File: config.mk
export PLATFORM = sky130hd
export DESIGN_NAME = mem_access_stage
export DESIGN_NICKNAME = d
export VERILOG_FILES = /design/src/rtl/mem_access_stage.sv
export SDC_FILE = /design/constraint.sdc
export NUM_CORES = 1
export LEC_CHECK = 0
export CAP_MARGIN = 40
export CELL_PAD_IN_SITES_DETAIL_PLACEMENT = 1
export CELL_PAD_IN_SITES_GLOBAL_PLACEMENT = 1
export CORE_ASPECT_RATIO = 1.5
export CORE_UTILIZATION = 25
export DETAILED_ROUTE_END_ITERATION = 10
export PLACE_DENSITY_LB_ADDON = 0.1
export SKIP_CTS_REPAIR_TIMING = 1
export SYNTH_ARGS = -nofsm -noshare
export SYNTH_HDL_FRONTEND = slang
export SYNTH_SLANG_ARGS = --single-unit
File: constraint.sdc
create_clock -name clk -period 5.9 [get_ports clk]
set_input_delay 1.18 -clock clk [delete_from_list [all_inputs] [get_ports clk]]
set_output_delay 1.18 -clock clk [all_outputs]
set_load 0.02 [all_outputs]
File: src/rtl/mem_access_stage.sv
// Memory-access stage and MEM/WB register: runs loads/stores a byte at a time over the memory port.
// Non-memory ops: 1 cycle to wb. Memory ops: N+1 cycles plus one per ack-wait cycle; stall_req holds EX/MEM meanwhile.
module mem_access_stage (
    input  logic        clk,
    input  logic        rst,
    input  logic        ex_valid,
    input  logic        ex_wb_flag,
    input  logic [4:0]  ex_wb_address,
    input  logic [3:0]  ex_op,
    input  logic [31:0] ex_addr,
    input  logic [31:0] ex_store_data,
    output logic        mem_req,
    output logic        mem_we,
    output logic [31:0] mem_addr,
    output logic [7:0]  mem_wdata,
    input  logic [7:0]  mem_rdata,
    input  logic        mem_ack,
    output logic        stall_req,
    output logic        wb_flag,
    output logic [4:0]  wb_address,
    output logic [31:0] wb_data
);

    localparam logic S_IDLE   = 1'b0;
    localparam logic S_ACCESS = 1'b1;

    logic        state;
    logic [1:0]  k;
    logic [31:0] buffer;

    logic        is_mem;
    logic        is_store;
    logic        signed_ld;
    logic [1:0]  last_k;
    logic        final_ack;
    logic        wb_en;
    logic [1:0]  next_k;
    logic [31:0] assembled;
    logic [31:0] load_value;

    always_comb begin
        is_mem    = 1'b1;
        signed_ld = 1'b0;
        last_k    = 2'd0;
        case (ex_op)
            4'b0001: begin last_k = 2'd0; signed_ld = 1'b1; end
            4'b0010: begin last_k = 2'd1; signed_ld = 1'b1; end
            4'b0011: last_k = 2'd3;
            4'b0100: last_k = 2'd0;
            4'b0101: last_k = 2'd1;
            4'b1001: last_k = 2'd0;
            4'b1010: last_k = 2'd1;
            4'b1011: last_k = 2'd3;
            default: is_mem = 1'b0;
        endcase
    end

    assign is_store  = ex_op[3];
    assign wb_en     = ex_wb_flag && (ex_wb_address != 5'd0);
    assign next_k    = k + 2'd1;
    assign final_ack = (state == S_ACCESS) && mem_ack && (k == last_k);

    // Combinational so EX/MEM can advance in the same cycle the last byte completes.
    always_comb begin
        if (state == S_IDLE)
            stall_req = ex_valid && is_mem;
        else
            stall_req = !final_ack;
    end

    // Final byte goes straight from mem_rdata into the result without a buffer round-trip.
    always_comb begin
        assembled = buffer;
        assembled[{k, 3'b000} +: 8] = mem_rdata;
    end

    always_comb begin
        case (last_k)
            2'd0:    load_value = signed_ld ? {{24{assembled[7]}}, assembled[7:0]}
                                            : {24'd0, assembled[7:0]};
            2'd1:    load_value = signed_ld ? {{16{assembled[15]}}, assembled[15:0]}
                                            : {16'd0, assembled[15:0]};
            default: load_value = assembled;
        endcase
    end

    always_ff @(posedge clk) begin
        if (rst) begin
            state      <= S_IDLE;
            k          <= 2'd0;
            buffer     <= 32'd0;
            mem_req    <= 1'b0;
            mem_we     <= 1'b0;
            mem_addr   <= 32'd0;
            mem_wdata  <= 8'd0;
            wb_flag    <= 1'b0;
            wb_address <= 5'd0;
            wb_data    <= 32'd0;
        end else if (state == S_IDLE) begin
            wb_flag <= 1'b0;
            if (ex_valid) begin
                if (is_mem) begin
                    state     <= S_ACCESS;
                    k         <= 2'd0;
                    buffer    <= 32'd0;
                    mem_req   <= 1'b1;
                    mem_we    <= is_store;
                    mem_addr  <= ex_addr;
                    mem_wdata <= ex_store_data[7:0];
                end else begin
                    wb_flag    <= wb_en;
                    wb_address <= ex_wb_address;
                    wb_data    <= ex_addr;
                end
            end
        end else begin
            wb_flag <= 1'b0;
            if (mem_ack) begin
                if (k == last_k) begin
                    state   <= S_IDLE;
                    k       <= 2'd0;
                    mem_req <= 1'b0;
                    if (!is_store) begin
                        wb_flag    <= wb_en;
                        wb_address <= ex_wb_address;
                        wb_data    <= load_value;
                    end
                end else begin
                    buffer[{k, 3'b000} +: 8] <= mem_rdata;
                    k         <= next_k;
                    mem_addr  <= ex_addr + {30'd0, next_k};
                    mem_wdata <= ex_store_data[{next_k, 3'b000} +: 8];
                end
            end
        end
    end

endmodule

* Yosys cells after proc, flatten, opt, wreduce, memory -nomap -nowiden
Cells that the tools add are included.
** Storage, ports and cells
- Output and inout port bits :: 81
- Bits of input ports :: 86
- Word-level logic and storage cells :: 106
- Register bits :: 115
** Operators by class
- Equal/unequal tests :: 15
- Muxes and demuxes :: 56
- $add $sub $neg :: 3
- Shifts and indexed selects :: 3
- Bitwise operators :: 1
- Reductions and logical operators :: 18
** Operators by type and width (count)
- $mux W32 :: 18
- $pmux W32 S2 :: 1
- $mux W8 :: 5
- $add A32 B2 Y32 :: 1
- $bwmux W32 :: 1
- $shift A8 B7 Y32 const A :: 1
- $shiftx A32 B6 Y8 :: 1
- $shiftx A8 B7 Y32 :: 1
- $mux W5 :: 6
- $mux W1 :: 19
- $eq A4 B4 Y1 const B :: 3
- $mux W2 :: 5
- $eq A4 B2 Y1 const B :: 2
- $eq A4 B3 Y1 const B :: 2
- $ne A2 B2 Y1 const B :: 4
- $reduce_and A4 Y1 :: 2
- $reduce_or A8 Y1 :: 1
- $neg A5 Y7 :: 1
- $reduce_and A3 Y1 :: 2
- $reduce_and A5 Y1 :: 1
- $reduce_bool A5 Y1 :: 1
- $eq A4 B1 Y1 const B :: 1
- $logic_and A1 B1 Y1 :: 4
- $pmux W2 S2 :: 1
- other kinds (10) :: 12

* Depth between registers and ports, before layout
- Depth in word-level cells :: 9
- Mapped depth :: 12
- Depth with buffers taken out :: 8

* Worst setup path before layout
No wires, ideal clock.
- Path kind :: input-to-output
- Start :: in ex_op[1]
- End :: out stall_req
- Path buffers :: 0
- Cell stages on the path :: 5
- Required time :: 4.720 ns
- Slack :: 2.394 ns
- Data arrival time :: 2.326 ns
- Cells stage by stage :: nor2b_1 -> and4_1 -> nor3_1 -> o21ai_0 -> nand2_1
** On the way
- Word-level cells in the longest chain between the ends :: 7
- Elaborated cells between the ends (all ways) :: 18
- Classes of those cells :: 9 x eq/ne; 3 x mux; 6 x reduce/logical
** RTL lines
- from (decl) :: RTL line 9 : input logic [3:0] ex_op,
- $eq A4 B4 Y1 (tied with other cells) :: RTL line 45 : case (ex_op)
- $reduce_or A3 Y1 (no line) / $reduce_or A2 Y1 (equally long branches)
- $pmux W2 S2 :: RTL line 45
- $eq A2 B2 Y1 :: RTL line 61 : assign final_ack = (state == S_ACCESS) && mem_ack && (k == last_k);
- $logic_and A1 B1 Y1 :: RTL line 61
- $logic_not A1 Y1 :: RTL line 68 : stall_req = !final_ack;
- $mux W1 (*) :: RTL line 65 : if (state == S_IDLE)
- to (decl) :: RTL line 18 : output logic stall_req,
Every way passes the cells marked *; elsewhere a longest branch is shown, timed or not.

* Worst setup path after layout
Ends and elaborated chain as after synthesis.

==> impl_metrics.json <==
{
  "die_x_um": 132,
  "yosys_warnings": 0,
  "seq_power_share_pct": 34.1,
  "max-cap-violations": 0,
  "leakagePower_uw": 0.00292,
  "finalCritPeriodShare_pct": 81.6,
  "synth_area_per_cell_um2": 8.11,
  "drc": 0,
  "cp_slowest_cell": "clkdlybuf4s50_1",
  "cts.clk_slew.worst_paths_ns": 0.06,
  "gp_congestion": 0.813,
  "grt_pass1_wl_mm": 41.1,
  "area_delta_synth_final_pct": 40.9,
  "critPathMaxStageDelay_ns": 0.54,
  "hpwl_mm": 18.6,
  "mostFrequentLayoutCells": "clkdlybuf4s50_1, dfxtp_1, a21oi_1",
  "synth_top_area_cell": "dfxtp_1",
  "rr_endpoint": "wb_data[29]$_SDFFE_PP0P_",
  "path_max_fanout": 13,
  "worstPathBufferInverterCount": 3,
  "dieHeight_um": 198,
  "fin_cells": 1263,
  "numClockSinks": 115,
  "skew_ns": 0.00809,
  "path_common_cell": "clkdlybuf4s50_1",
  "relSlewSlack_pct": 41.7,
  "synth_cell_types": 58,
  "grt-ovfl-total": 0,
  "hp-start": "mem_we$_SDFFE_PP0P_",
  "fillers": 2935,
  "slew_violations": 0,
  "wl_per_cell_um": 21.1,
  "cts_root_buffer": "clkbuf_16",
  "crit_family": "buffers and inverters",
  "grt_pass1_vias": 6775,
  "first_pass_iters": 4,
  "postSynthNetCount": 879,
  "switching_share_pct": 29.0,
  "synthFlopType": "dfxtp_1",
  "grt_max_degree": 64,
  "port_buffers": 166,
  "hold_end": "mem_we$_SDFFE_PP0P_",
  "rsz0062_at_grt": "no",
  "setup-tns-final_ns": 0,
  "hold_viol_final": 0,
  "worstSetupStartpointType": "input port",
  "worst_slew_pin_slew_ns": 0.869,
  "layout_min_cycle_time_ns": 4.81,
  "die_area_mm2": 0.0261,
  "fin_nets": 1014,
  "vdd_drop_max_uv": 189,
  "final_common_cell": "clkdlybuf4s50_1",
  "status": "finished clean",
  "synth_area_leaders": "dfxtp_1, a21oi_1, a211oi_1",
  "cts_tree": "built",
  "path_cells": "clkdlybuf4s50_1, nor2b_1, buf_4, nor4_4, nor3_1, o21ai_0, nand2_1, clkdlybuf4s50_1",
  "rows": 71,
  "arrival_ns": 3.63,
  "htreeDepth": 4,
  "drt-total-wl_mm": 26.7,
  "cts_buffers": 17,
  "via_per_inst": 5.22,
  "hold_depth": 2,
  "p_switching_uw": 735,
  "clockBufferDepth": 2,
  "synth-edff-count": 0,
  "io_pins": 167,
  "netlist_area_mm2": 0.00637,
  "intPower_uw": 1800,
  "ys_seq_elements": 115,
  "clock_latency_ns": 0.42,
  "cp-end-kind": "output pin",
  "pwr-share-clk_pct": 44.9,
  "grt_usage_pct": 20.6,
  "combPwrFrac_pct": 21.0,
  "synth-seq-area-share_pct": 36.1,
  "critical_path_class": "in -> out",
  "required_ns": 4.72,
  "r2r_setup_slack_ns": 2.67,
  "start_util_pct": 25.4,
  "synth_top_area_share_pct": 36.1,
  "holdCritPathClass": "reg -> reg",
  "ys_async_sr_fraction_pct": 0,
  "setup_viol": 0,
  "layout-drive-gt1-share_pct": 7.07,
  "antenna_found_initial": 0,
  "vias": 6591,
  "drt_iter0_drc": 442,
  "power.density_mw_per_mm2": 282,
  "fmax_mhz": 208,
  "reg2regPathDepth": 7,
  "r2r_start": "k[1]$_SDFFE_PP0P_",
  "netlist_instances": 786,
  "drtAntennaViolNets": 0,
  "placedCellCount": 1230,
  "core-area_mm2": 0.0251
}
registers in the layout, indices dropped and copies added (netlist names):
name,cells
wb_address,5
wb_data,32
state,1
mem_req,1
mem_addr,32
wb_flag,1
mem_we,1
mem_wdata,8
k,2
buffer,32
synthesized netlist by cell type (all sizes together) (2+ instances only):
cell type and instances:
a21oi 83, and4 5, clkbuf 52, nor2b 35, o21ai 66, nor3b 4, a221oi 24, nand3 32
xnor2 23, a41oi 9, nand4 22, o31a 2, nand2b 23, ha 6, mux2i 8, nand2 30
buf 16, nor4 8, a211oi 45, or3 4, and2 3, xor2 7, a211o 7, nor4b 2
a31oi 13, inv 31, a221o 8, o31ai 3, nor3 24, and3 6, or4 15, nor2 44
a311oi 4, dfxtp 115
power groups by stage:
stage	clock [uW]	combinational, uW	sequential, uW
3_3_place_gp	0	531	881
3_5_place_dp	0	537	881
5_1_grt	1190	574	870
2_1_floorplan	0	204	936
4_1_cts	1150	539	865
6_report	1140	533	863
final cells by class:
type / count / area (um2) / share of cell area, %
Clock buffer: 22 / 474 / 5.28
Antenna cell: 1 / 2.50 / 0.0279
Inverter: 31 / 116 / 1.30
Multi-Input combinational cell: 572 / 3700 / 41.2
Sequential cell: 115 / 2300 / 25.7
Timing Repair Buffer: 184 / 1820 / 20.3
Tap cell: 328 / 410 / 4.57
Clock inverter: 10 / 154 / 1.71
metal layers:
| metal | GRT usage (%) | vias to the layer above | part of all wire, % |
|---|---|---|---|
| met5 | 0 | - | 0 |
| met4 | 8.64 | 0 | 2.6 |
| met2 | 35.5 | 158 | 50 |
| met3 | 2.87 | 31 | 3.0 |
| met1 | 25.6 | 3208 | 44 |
| li1 | - | 3194 | - |
worst max path at each step:
stage                         from        end  slack [ns]  cells past startpoint
after global placement    ex_op[1]  stall_req        1.08                      8
after global routing      ex_op[1]  stall_req        0.85                      8
after CTS                 ex_op[1]  stall_req        1.05                      8
final                     ex_op[1]  stall_req        1.09                      8
after detailed placement  ex_op[1]  stall_req        1.06                      8
after floorplan           ex_op[1]  stall_req        2.39                      5
kinds of logic after synthesis:
group                      Yosys count  share of synthesized area [%]
AOI/OAI and AO/OA                  268                           27.6
buffers and inverters               99                           6.28
and+or+nand+nor                    259                           23.1
xor gates and xnor gates            30                           4.12
muxes                                8                           1.26
adders and majority gates            7                           1.49
DFF                                115                           36.1
per-stage QoR:
step	util [%]	hold WS [ns]	area (um2)	setup WS, ns	total power [uW]
2_1_floorplan	-	0.438	6370	2.39	1140
3_3_place_gp	33.1	0.449	8300	1.08	1410
3_5_place_dp	33.3	0.454	8350	1.06	1420
4_1_cts	35.8	0.462	8980	1.05	2550
5_1_grt	35.8	0.480	8980	0.854	2630
6_report	35.8	0.457	8980	1.09	2530
worst min-delay path, cell delays in order, from the launching register on:
cell     delay (ns)
dfxtp_1        0.31
nand2_1        0.05
a21oi_1        0.05
Power figures use the tool's default switching activity.
